===== src/rtl/axis_switch_pkg.sv =====
// Shared types and sizing helpers for the AXI-Stream switch grant scheduler.
package axis_switch_pkg;

   typedef enum logic {
      SCH_IDLE   = 1'b0,
      SCH_LOCKED = 1'b1
   } sch_state_t;

   localparam int PORTS_DEFAULT = 4;

   function automatic int sel_width(input int ports);
      return (ports <= 2) ? 1 : $clog2(ports);
   endfunction

endpackage


===== src/rtl/axis_switch_scheduler_if.sv =====
// Request/beat inputs and grant outputs exchanged between switch fabric and scheduler.
interface axis_switch_scheduler_if
   import axis_switch_pkg::*;
#(
   parameter int PORTS     = PORTS_DEFAULT,
   parameter int SEL_WIDTH = sel_width(PORTS)
);
   logic                         enable;
   logic [PORTS-1:0]             req_valid;
   logic [PORTS*SEL_WIDTH-1:0]   req_dest;
   logic [PORTS-1:0]             m_beat;
   logic [PORTS-1:0]             m_last;
   logic [PORTS-1:0]             grant_valid;
   logic [PORTS*SEL_WIDTH-1:0]   grant_src;
   logic [PORTS-1:0]             slave_busy;
   logic [PORTS-1:0]             timeout_pulse;

   modport slave (
      input  enable, req_valid, req_dest, m_beat, m_last,
      output grant_valid, grant_src, slave_busy, timeout_pulse
   );

   modport master (
      output enable, req_valid, req_dest, m_beat, m_last,
      input  grant_valid, grant_src, slave_busy, timeout_pulse
   );
endinterface


===== src/rtl/axis_rr_pick.sv =====
// Combinational round-robin picker: first set request at or after ptr, wrapping.
module axis_rr_pick
   import axis_switch_pkg::*;
#(
   parameter int PORTS     = PORTS_DEFAULT,
   parameter int SEL_WIDTH = sel_width(PORTS)
) (
   input  logic [PORTS-1:0]     req,
   input  logic [SEL_WIDTH-1:0] ptr,
   output logic                 found,
   output logic [SEL_WIDTH-1:0] idx
);

   always_comb begin
      int p;
      found = 1'b0;
      idx   = '0;
      p     = 0;
      // Walk from the farthest offset down so the nearest one to ptr wins last.
      for (int k = PORTS - 1; k >= 0; k--) begin
         p = int'(ptr) + k;
         if (p >= PORTS) p = p - PORTS;
         if (req[p]) begin
            found = 1'b1;
            idx   = SEL_WIDTH'(p);
         end
      end
   end

endmodule


===== src/rtl/axis_switch_scheduler.sv =====
// Per-master packet-lock grant scheduler with round-robin fairness and stall watchdog.
module axis_switch_scheduler
   import axis_switch_pkg::*;
#(
   parameter int PORTS         = PORTS_DEFAULT,
   parameter int SEL_WIDTH     = sel_width(PORTS),
   parameter int STALL_TIMEOUT = 255,
   parameter int CNT_WIDTH     = 8
) (
   input  logic                    clk,
   input  logic                    resn,
   axis_switch_scheduler_if.slave  bus
);

   localparam logic [CNT_WIDTH-1:0] TIMEOUT = CNT_WIDTH'(STALL_TIMEOUT);

   sch_state_t           state_q [PORTS];
   sch_state_t           state_d [PORTS];
   logic [SEL_WIDTH-1:0] ptr_q   [PORTS];
   logic [SEL_WIDTH-1:0] ptr_d   [PORTS];
   logic [SEL_WIDTH-1:0] src_q   [PORTS];
   logic [SEL_WIDTH-1:0] src_d   [PORTS];
   logic [CNT_WIDTH-1:0] wd_q    [PORTS];
   logic [CNT_WIDTH-1:0] wd_d    [PORTS];
   logic [PORTS-1:0]     busy_q, busy_d, tmo_q, tmo_d;

   logic [PORTS-1:0]     rel_done, rel_tmo, rel_slaves, busy_eff;
   logic [PORTS-1:0]     cand    [PORTS];
   logic                 found   [PORTS];
   logic [SEL_WIDTH-1:0] win     [PORTS];

   // Slaves released this cycle may be re-granted in the same cycle.
   always_comb begin
      rel_done   = '0;
      rel_tmo    = '0;
      rel_slaves = '0;
      for (int j = 0; j < PORTS; j++) begin
         if (state_q[j] == SCH_LOCKED) begin
            rel_done[j] = bus.m_beat[j] & bus.m_last[j];
            rel_tmo[j]  = (STALL_TIMEOUT != 0) && (wd_q[j] == TIMEOUT) && !rel_done[j];
            if (rel_done[j] || rel_tmo[j]) rel_slaves[src_q[j]] = 1'b1;
         end
      end
      busy_eff = busy_q & ~rel_slaves;
   end

   always_comb begin
      for (int j = 0; j < PORTS; j++) begin
         for (int i = 0; i < PORTS; i++) begin
            cand[j][i] = bus.req_valid[i] && !busy_eff[i] &&
                         (int'(bus.req_dest[i*SEL_WIDTH +: SEL_WIDTH]) == j);
         end
      end
   end

   for (genvar g = 0; g < PORTS; g++) begin : g_pick
      axis_rr_pick #(
         .PORTS     (PORTS),
         .SEL_WIDTH (SEL_WIDTH)
      ) u_pick (
         .req   (cand[g]),
         .ptr   (ptr_q[g]),
         .found (found[g]),
         .idx   (win[g])
      );
   end

   always_comb begin
      busy_d = busy_eff;
      tmo_d  = rel_tmo;
      for (int j = 0; j < PORTS; j++) begin
         state_d[j] = state_q[j];
         ptr_d[j]   = ptr_q[j];
         src_d[j]   = src_q[j];
         wd_d[j]    = wd_q[j];
         if (state_q[j] == SCH_IDLE || rel_done[j] || rel_tmo[j]) begin
            if (bus.enable && found[j]) begin
               state_d[j]     = SCH_LOCKED;
               src_d[j]       = win[j];
               ptr_d[j]       = (win[j] == SEL_WIDTH'(PORTS - 1)) ? '0 : win[j] + SEL_WIDTH'(1);
               wd_d[j]        = '0;
               busy_d[win[j]] = 1'b1;
            end else begin
               state_d[j] = SCH_IDLE;
               src_d[j]   = '0;
               wd_d[j]    = '0;
            end
         end else if (bus.m_beat[j]) begin
            wd_d[j] = '0;
         end else if (wd_q[j] != TIMEOUT) begin
            wd_d[j] = wd_q[j] + CNT_WIDTH'(1);
         end
      end
   end

   always_ff @(posedge clk or negedge resn) begin
      if (!resn) begin
         busy_q <= '0;
         tmo_q  <= '0;
         for (int j = 0; j < PORTS; j++) begin
            state_q[j] <= SCH_IDLE;
            ptr_q[j]   <= '0;
            src_q[j]   <= '0;
            wd_q[j]    <= '0;
         end
      end else begin
         busy_q <= busy_d;
         tmo_q  <= tmo_d;
         for (int j = 0; j < PORTS; j++) begin
            state_q[j] <= state_d[j];
            ptr_q[j]   <= ptr_d[j];
            src_q[j]   <= src_d[j];
            wd_q[j]    <= wd_d[j];
         end
      end
   end

   always_comb begin
      bus.slave_busy    = busy_q;
      bus.timeout_pulse = tmo_q;
      bus.grant_valid   = '0;
      bus.grant_src     = '0;
      for (int j = 0; j < PORTS; j++) begin
         bus.grant_valid[j]                       = (state_q[j] == SCH_LOCKED);
         bus.grant_src[j*SEL_WIDTH +: SEL_WIDTH]  = src_q[j];
      end
   end

endmodule


===== src/flat_wrapper.sv =====
// flat-port wrapper written by rule: the top's interface ports become plain ports
module axis_switch_scheduler_flat import axis_switch_pkg::*;
#(
   parameter int PORTS         = PORTS_DEFAULT,
   parameter int SEL_WIDTH     = sel_width(PORTS),
   parameter int STALL_TIMEOUT = 255,
   parameter int CNT_WIDTH     = 8
)
  (clk, resn, bus_enable, bus_req_valid, bus_req_dest, bus_m_beat, bus_m_last, bus_grant_valid, bus_grant_src, bus_slave_busy, bus_timeout_pulse);
  axis_switch_scheduler_if #(.PORTS(PORTS), .SEL_WIDTH(SEL_WIDTH)) bus_i ();
  input  logic clk;
  input  logic resn;
  input wire logic [$bits(bus_i.enable)-1:0] bus_enable;
  input wire logic [$bits(bus_i.req_valid)-1:0] bus_req_valid;
  input wire logic [$bits(bus_i.req_dest)-1:0] bus_req_dest;
  input wire logic [$bits(bus_i.m_beat)-1:0] bus_m_beat;
  input wire logic [$bits(bus_i.m_last)-1:0] bus_m_last;
  output wire logic [$bits(bus_i.grant_valid)-1:0] bus_grant_valid;
  output wire logic [$bits(bus_i.grant_src)-1:0] bus_grant_src;
  output wire logic [$bits(bus_i.slave_busy)-1:0] bus_slave_busy;
  output wire logic [$bits(bus_i.timeout_pulse)-1:0] bus_timeout_pulse;
  assign bus_i.enable = bus_enable;
  assign bus_i.req_valid = bus_req_valid;
  assign bus_i.req_dest = bus_req_dest;
  assign bus_i.m_beat = bus_m_beat;
  assign bus_i.m_last = bus_m_last;
  assign bus_grant_valid = bus_i.grant_valid;
  assign bus_grant_src = bus_i.grant_src;
  assign bus_slave_busy = bus_i.slave_busy;
  assign bus_timeout_pulse = bus_i.timeout_pulse;
  axis_switch_scheduler #(.PORTS(PORTS), .SEL_WIDTH(SEL_WIDTH), .STALL_TIMEOUT(STALL_TIMEOUT), .CNT_WIDTH(CNT_WIDTH)) u_core (.clk(clk), .resn(resn), .bus(bus_i));
endmodule

===== config.mk =====
export PLATFORM = sky130hd
export DESIGN_NAME = axis_switch_scheduler_flat
export DESIGN_NICKNAME = d
export VERILOG_FILES = /design/src/rtl/axis_switch_pkg.sv /design/src/rtl/axis_switch_scheduler_if.sv /design/src/rtl/axis_rr_pick.sv /design/src/rtl/axis_switch_scheduler.sv /design/src/flat_wrapper.sv
export SDC_FILE = /design/constraint.sdc
export NUM_CORES = 1
export LEC_CHECK = 0
export CAP_MARGIN = 20
export CORE_ASPECT_RATIO = 0.75
export CORE_UTILIZATION = 53
export CTS_BUF_LIST = sky130_fd_sc_hd__clkbuf_8
export CTS_CLUSTER_SIZE = 16
export DETAILED_ROUTE_END_ITERATION = 12
export PLACE_DENSITY = 0.88
export SYNTH_ARGS = -nofsm -noshare
export SYNTH_HDL_FRONTEND = slang
export SYNTH_SLANG_ARGS = --single-unit

===== constraint.sdc =====
create_clock -name clk -period 3.1 [get_ports clk]
set_input_delay 0.465 -clock clk [delete_from_list [all_inputs] [get_ports clk]]
set_output_delay 0.465 -clock clk [all_outputs]
set_load 0.1 [all_outputs]

# Yosys cells after proc, flatten, opt, wreduce, memory -nomap -nowiden
# Index checks and enable logic that the tools add are counted.
[op_classes]
muxes = 160
div = 0
add_sub_neg = 36
n_reduce_logical = 68
n_lt_le_gt_ge = 48
n_bitwise = 17
n_eq_ne = 24
n_shift = 0
mul = 0
[ops]
columns = ["operator", "count"]
rows = [
  ["$lt 32x4->1 const B", 16],
  ["$mux 32", 16],
  ["$ge 32x4->1 const B", 4],
  ["$sub 32x4->32 const B", 4],
  ["$mux 8", 12],
  ["$mux 1", 68],
  ["$mux 4", 16],
  ["$mux 2", 24],
  ["$logic_and 1x1->1", 36],
  ["$add 8x1->8 const B", 4],
  ["$bmux 1 s2", 16],
  ["$eq 8x8->1 const B", 4],
  ["$ne 8x8->1 const B", 4],
  ["$sub 3x3->4 const B", 8],
  ["$or 4x4->4", 7],
  ["$add 2x2->3 const B", 8],
  ["$eq 2x2->1 const B", 12],
  ["$ge 3x3->1 const B", 8],
  ["$lt 2x3->1 const B", 8],
  ["$demux 1 s2", 8],
  ["$ge 2x1->1 const B", 8],
  ["$sub 2x3->4 const B", 4],
  ["$add 2x1->3 const B", 4],
  ["$ge 2x3->1 const B", 4],
  ["other kinds (11)", 50],
]
[word_totals]
ram_bits = 0
mem_bits_ro = 0
word_cells = 371
reg_bits = 60
mem_count = 0
inputBits = 23
latch_bits = 0
out_inout_bits = 20

# Longest topological paths before layout
[depth]
word_depth = 43
ltp_mapped = 13
depth_no_buf = 12

# By module
# From an unflattened synthesis, not the netlist that was laid out.
[unflattened]
hier_cells = 353
hier_area_um2 = 3619.7
[by_module_without_submodules]
columns = ["module", "area_per_inst_um2", "n_inst", "seq_area_each_um2", "cells_each"]
rows = [
  ["axis_switch_scheduler", 3309.4, 1, 1501.4, 301],
  ["axis_rr_pick", 77.6, 4, 0.0, 13],
]

# Worst setup path before layout
# OpenSTA, ideal clock, no wires.
[synth_path]
path_kind = "register to register"
from = "reg u_core.state_q (netlist bit u_core.bus.grant_valid[0])"
to = "reg u_core.busy_q[2] (netlist: u_core.bus.slave_busy[2])"
path_buffers = 1
arrival_time_ns = 3.280
path_stages_with_launch = 12
t_required_ns = 2.972
period_less_slack_ns = 3.408
slack_ns = -0.308
path_cell_list = "dfrtp_1 -> and4_4 -> a32o_1 -> a31oi_1 -> nand3_1 -> clkbuf_1 -> nand4b_1 -> a211oi_1 -> inv_1 -> ha_1 -> a222oi_1 -> nand2_1"
[synth_between]
elab_chain_len = 38
[synth_rtl]
columns = ["item", "line_no", "text"]
rows = [
  ["from (decl)", "axis_switch_scheduler.sv:17", "sch_state_t state_q [PORTS];"],
  ["from (signal, indexed assignment)", "axis_switch_scheduler.sv:110", "state_q[j] <= state_d[j];"],
  ["$mux 4", "axis_switch_scheduler.sv:38", "if (state_q[j] == SCH_LOCKED) begin"],
  ["$or 4x4->4 (no source line)", "-", ""],
  ["$mux 4", "axis_switch_scheduler.sv:41", "if (rel_done[j] || rel_tmo[j]) rel_slaves[src_q[j]] = 1'b1;"],
  ["$mux 4", "axis_switch_scheduler.sv:38", ""],
  ["$or 4x4->4 (no source line)", "-", ""],
  ["$mux 4", "axis_switch_scheduler.sv:41", ""],
  ["$mux 4", "axis_switch_scheduler.sv:38", ""],
  ["$or 4x4->4 (no source line)", "-", ""],
  ["[23 not listed]", "-", ""],
  ["$mux 4", "axis_switch_scheduler.sv:76", "if (state_q[j] == SCH_IDLE || rel_done[j] || rel_tmo[j]) begin"],
  ["$or 4x4->4 (no source line)", "-", ""],
  ["$mux 4", "axis_switch_scheduler.sv:77", "if (bus.enable && found[j]) begin"],
  ["$mux 4", "axis_switch_scheduler.sv:76", ""],
  ["$or 4x4->4 (no source line)", "-", ""],
  ["$mux 4", "axis_switch_scheduler.sv:77", ""],
  ["$mux 4 *", "axis_switch_scheduler.sv:76", ""],
  ["named net u_core.busy_d[2]", "axis_switch_scheduler.sv:25", "logic [PORTS-1:0] busy_q, busy_d, tmo_q, tmo_d;"],
  ["to (signal assigned)", "axis_switch_scheduler.sv:107", "busy_q <= busy_d;"],
  ["to (decl)", "axis_switch_scheduler.sv:25", ""],
]
# The timed path passes the listed nets; every way through them passes the cells marked *. The select of a mux whose other input is x is not followed.
# A chain may end at the register's enable or synchronous reset.

# Worst setup path in the final report
[layout_path]
from = "reg u_core.wd_q[16] (netlist name)"
to = "reg u_core.busy_q[3] (netlist: u_core.bus.slave_busy[3])"
[layout_between]
elab_chain_len = 39
[layout_rtl]
columns = ["item", "line_no", "text"]
rows = [
  ["from (decl)", "axis_switch_scheduler.sv:23", "logic [CNT_WIDTH-1:0] wd_q [PORTS];"],
  ["from (signal, indexed assignment)", "axis_switch_scheduler.sv:113", "wd_q[j] <= wd_d[j];"],
  ["$eq 8x8->1 *", "axis_switch_scheduler.sv:40", "rel_tmo[j] = (STALL_TIMEOUT != 0) && (wd_q[j] == TIMEOUT) && !rel_done[j];"],
  ["$logic_and 1x1->1 *", "axis_switch_scheduler.sv:40", ""],
  ["$logic_or 1x1->1", "axis_switch_scheduler.sv:41", ""],
  ["$mux 4", "axis_switch_scheduler.sv:41", ""],
  ["$mux 4", "axis_switch_scheduler.sv:38", ""],
  ["$or 4x4->4 (no source line)", "-", ""],
  ["$mux 4", "axis_switch_scheduler.sv:41", ""],
  ["$mux 4", "axis_switch_scheduler.sv:38", ""],
  ["[24 not listed]", "-", ""],
  ["$mux 4", "axis_switch_scheduler.sv:76", ""],
  ["$or 4x4->4 (no source line)", "-", ""],
  ["$mux 4", "axis_switch_scheduler.sv:77", ""],
  ["$mux 4", "axis_switch_scheduler.sv:76", ""],
  ["$or 4x4->4 (no source line)", "-", ""],
  ["$mux 4", "axis_switch_scheduler.sv:77", ""],
  ["$mux 4 *", "axis_switch_scheduler.sv:76", ""],
  ["named net u_core.busy_d[3]", "axis_switch_scheduler.sv:25", ""],
]
# Marked as above.

==> summary by stage <==
Timing
The final number of hold-violating endpoints came to 0. The shortest clock period the worst path allows after layout is 3.144 ns. The max-slew violation count is 0. Setup violations remaining at the end of the flow were counted as 2. The worst-case clock skew is 0.008698 ns. Dividing the final minimum period by the clock period gives 101.4%. After layout, the worst setup slack is -0.04397 ns. The headroom to the max-slew limit is 52.88%. Setup repair after global routing could not meet its margin everywhere. The fmax is 318.1 MHz. At the pin with the least slew margin, the transition time is 0.7068 ns. The post-route worst hold slack is 0.1432 ns.

Pwr
The clock network fraction of total power is 37.4%. The post-layout total power is 2.233 mW. Summed over all nets, the switching power comes to 712.9 uW. In this run, the combinational gates consume 21.7% of the power. The internal power of the cells totals 1.520 mW. Net switching is 31.93% of the power. The total power density per cell area is 465.0 nW/um^2. The proportion of power drawn by flip-flops and latches is 40.8%. In this run the static leakage power is 2.150 nW. IR analysis of the VDD net gives a maximum drop of 0.2402 mV.

Layout
The post-layout net count is 531. The final-layout fill cell count is 423. Across the whole layout, storage elements account for 1508 um^2. In the final layout, the share of cells above drive strength 1 is 24.75%. The repair_antennas step left the layout with diodes totalling 0.

The area occupied by multi-input gates is 2167 um^2. Compared with the post-synthesis result, the final layout area differs by 32.21%. The final design area excluding fillers is 4802 um^2. Once layout is complete, the cells apart from fillers number 574.

Hold path
The min-delay analysis places its worst path in the category primary input to async pin.

GRT
The via count of the first global-routing pass is 3332. The global-route wire length before repair is 16.07 mm. The largest net degree at the start of global routing is 32. The initial antenna violation count is 0. Global routing consumed, over all layers together, 29.10% of the routing resources. The sum of overflow across all layers after global routing is 0.

Yosys
Yosys attributes the largest share of cell area to sky130_fd_sc_hd__dfrtp_1 41%, sky130_fd_sc_hd__ha_1 6.9%, sky130_fd_sc_hd__nor2_1 5.6%. The post-synthesis sequential element count is 60. In the synthesized netlist the async set-or-reset flop fraction comes to 100.0%. The most used flip-flop cell after synthesis is sky130_fd_sc_hd__dfrtp_1.

The count of cell types in the netlist is 64. Synthesis produced a netlist with a net count of 444. The area share of the largest cell type after synthesis is 41.34%. The number of standard cells after synthesis is 401. The post-synthesis average cell area is 9.058 um^2. The complex-gate fraction of the synthesized area is 15.74%.

Of the synthesized area, sequential elements account for 41.34%. The largest total area in the synthesized netlist belongs to sky130_fd_sc_hd__dfrtp_1. Of the total synthesized cell area, the portion taken by full adders, half adders and majority gates is 6.889%. By area, the combinational part of the netlist is dominated by simple AND/OR/NAND/NOR gates.

Of the total synthesized cell area, the portion taken by XOR and XNOR cells is 5.787%. The area of the mapped netlist is 3632 um^2. The number of synthesized flops with an enable pin is 0.

Yosys printed 0 warnings. The simple logic cell fraction of the synthesized area is 25.84%. The portion of synthesized area spent on multiplexers is 0.6200%.

Run status
The flow ran to the end, but the final reports show violations. The final reports fail on setup timing.

Drt
For this block, the routed nets add up to 10.60 mm of wire. After detailed routing, the average wire length per cell comes to 18.46 um. The initial detailed-routing violation count is 322. The final route contains 3582 vias. After detailed routing, the number of remaining DRC violations is 0.

The per-cell via count in the routed design is 6.240. The number of nets with antenna violations after detailed routing is 0. The first detailed-routing pass took 7 iterations.

Clocking
The total of hold buffers inserted after clock tree synthesis is 0. CTS placed an instance of sky130_fd_sc_hd__clkbuf_8 at the clock tree root. The clock insertion delay at the later pin of the skew report is 0.35 ns. The total CTS buffers is 9.

After clock tree synthesis, the clock-pin slew on the worst setup and hold paths is 0.07 ns. The H-tree was split into 3 levels. The total number of clock tree sinks is 60.

The TritonCTS clock tree is built. Counting along the longest clock path gives a buffer depth of 2.

Die
Measured along the y axis, the die boundary spans 73.70 um. The core box area is 6444 um^2. The floorplan step defined a die boundary enclosing 7192 um^2. For this design the top-level I/O count stands at 43. In this run the core area contains 25 standard-cell rows. For this configuration, the core starts out at a cell density of 56.37%. The horizontal extent of the die is 97.59 um.

Worst setup path
The logic depth of the worst register-to-register path is 12. STA puts the critical path data arrival time at 3.37 ns. The worst setup path is captured at a register. The endpoint identified for the worst register-to-register timing path is u_core.bus.slave_busy[3]$_DFF_PN0_. The type of origin of the critical path is a register. The startpoint identified for the worst register-to-register timing path is u_core.wd_q[16]$_DFFE_PN0P_. The most critical setup path has its endpoint at u_core.bus.slave_busy[3]$_DFF_PN0_. The class of the most critical setup path is register to register. Along the worst path, the maximum fanout reaches 5. In this run the worst setup path begins at u_core.wd_q[16]$_DFFE_PN0P_.

For flop-to-flop paths, the worst setup slack is -0.04 ns. The required time of the critical path is 3.32 ns.

Place
The cell count after placement is 551. Summed over all nets, the half-perimeter wirelength after detailed placement is 7.414 mm. The count of input and output buffers is 42.

The post-place instance area is 4335 um^2. The final estimated routing congestion in global placement is 0.9330.

Run
The max capacitance violation total is 0.
cell usage after synthesis, types with 3 or more instances:
cell type                   n
sky130_fd_sc_hd__dfrtp_1   60
sky130_fd_sc_hd__nor2_1    54
sky130_fd_sc_hd__nand2_1   42
sky130_fd_sc_hd__nand3_1   33
sky130_fd_sc_hd__inv_1     28
sky130_fd_sc_hd__ha_1      20
sky130_fd_sc_hd__xor2_1    13
sky130_fd_sc_hd__and3_1    11
sky130_fd_sc_hd__nand4_1   11
sky130_fd_sc_hd__xnor2_1   11
sky130_fd_sc_hd__o21ai_0    8
sky130_fd_sc_hd__a21oi_1    7
sky130_fd_sc_hd__clkbuf_1   6
sky130_fd_sc_hd__a31oi_1    5
sky130_fd_sc_hd__nand2b_1   5
sky130_fd_sc_hd__a32oi_1    4
sky130_fd_sc_hd__or2_2      4
sky130_fd_sc_hd__or3_1      4
sky130_fd_sc_hd__a21o_1     3
sky130_fd_sc_hd__a22oi_1    3
sky130_fd_sc_hd__a32o_1     3
sky130_fd_sc_hd__a41oi_1    3
sky130_fd_sc_hd__nor3_1     3
sky130_fd_sc_hd__o22ai_1    3
sky130_fd_sc_hd__o31ai_1    3
timing repair:
item                       in CTS  in global routing
pin swaps                       4                 15
resized for setup               9                 23
buffers inserted                2                  5
setup endpoints to repair       1                  7
sequential cells by signal, indices dropped and copies added, names as in the netlist:
name,cells
u_core.ptr_q,8
u_core.bus.timeout_pulse,4
u_core.bus.grant_src,8
u_core.wd_q,32
u_core.bus.grant_valid,4
u_core.bus.slave_busy,4
logic make-up (layout without fill, tap and decap cells):
kind of cell,Yosys count,count (layout)
AOI/OAI and AO/OA,74,74
and+or+nand+nor,185,185
xor gates and xnor gates,24,24
adders and majority gates,20,20
buffers and inverters,36,128
DFF,60,60
muxes,2,2
cells in the final DEF, fill, tap and decap left out, types with 8 or more instances in the layout:
cell type / Yosys / layout
sky130_fd_sc_hd__nor2_1: 54 / 54
sky130_fd_sc_hd__xnor2_1: 11 / 11
sky130_fd_sc_hd__clkbuf_8: 0 / 12
sky130_fd_sc_hd__clkdlybuf4s50_1: 0 / 21
sky130_fd_sc_hd__dfrtp_1: 60 / 55
sky130_fd_sc_hd__xor2_1: 13 / 13
sky130_fd_sc_hd__nand2_1: 42 / 42
sky130_fd_sc_hd__inv_1: 28 / 29
sky130_fd_sc_hd__buf_4: 0 / 61
sky130_fd_sc_hd__o21ai_0: 8 / 8
sky130_fd_sc_hd__and3_1: 11 / 11
sky130_fd_sc_hd__nand4_1: 11 / 11
sky130_fd_sc_hd__nand3_1: 33 / 31
sky130_fd_sc_hd__ha_1: 20 / 18
power groups by stage:
stage          registers (mW)  clock network [mW]  logic [mW]
2_1_floorplan            1.02                   0       0.174
3_3_place_gp            0.916                   0       0.432
3_5_place_dp            0.918                   0       0.446
4_1_cts                 0.905               0.836       0.453
5_1_grt                 0.915               0.871       0.510
6_report                0.911               0.836       0.486
metal layers:
layer	vias up	part of all wire [%]	track usage, %
li1	1609	-	-
met1	1715	41	37.90
met2	224	46	47.01
met3	34	11	8.754
met4	0	2.3	9.477
met5	-	0	0
critical path: stages, from the launching register on:
cell	delay, ns
sky130_fd_sc_hd__dfrtp_1	0.40
sky130_fd_sc_hd__ha_1	0.21
sky130_fd_sc_hd__nand4_1	0.12
sky130_fd_sc_hd__o21ai_2	0.31
sky130_fd_sc_hd__a21boi_0	0.26
sky130_fd_sc_hd__a311o_1	0.45
sky130_fd_sc_hd__or3_1	0.36
sky130_fd_sc_hd__o21ai_0	0.10
sky130_fd_sc_hd__a21o_1	0.18
sky130_fd_sc_hd__inv_1	0.08
sky130_fd_sc_hd__ha_1	0.20
sky130_fd_sc_hd__a41oi_1	0.24
sky130_fd_sc_hd__nand3_1	0.12
stage by stage:
stage	TNS (ns)	util, %	setup slack (ns)
after global routing	-0.3813	74.52	-0.1378
after floorplan	0	-	0.01208
final	-0.07115	74.52	-0.04397
after global placement	-0.8964	67.28	-0.3445
after detailed placement	-1.425	67.28	-0.3566
after CTS	0	71.83	0.01455
how the worst min path moves through the flow:
stage | from | endpoint | slack [ns] | cells after the start
global placement | u_core.wd_q[24]$_DFFE_PN0P_ | u_core.wd_q[24]$_DFFE_PN0P_ | 0.47 | 1
global route | resn | u_core.wd_q[9]$_DFFE_PN0P_ | 0.20 | 1
finish | resn | u_core.wd_q[9]$_DFFE_PN0P_ | 0.14 | 1
floorplan | resn | u_core.bus.grant_src[0]$_DFFE_PN0N_ | 0.17 | 0
CTS | resn | u_core.wd_q[9]$_DFFE_PN0P_ | 0.16 | 1
detailed placement | u_core.wd_q[8]$_DFFE_PN0P_ | u_core.wd_q[8]$_DFFE_PN0P_ | 0.48 | 1
area by class of cell:
| class | instances | area share, % |
|---|---|---|
| clock buffer | 12 | 3.439 |
| inverter | 28 | 2.189 |
| clock inverter | 4 | 1.485 |
| multi-input combinational | 305 | 45.13 |
| sequential | 60 | 31.40 |
| tap | 81 | 2.110 |
| timing repair buffer | 84 | 14.25 |
(Power assumes the default switching activity.)
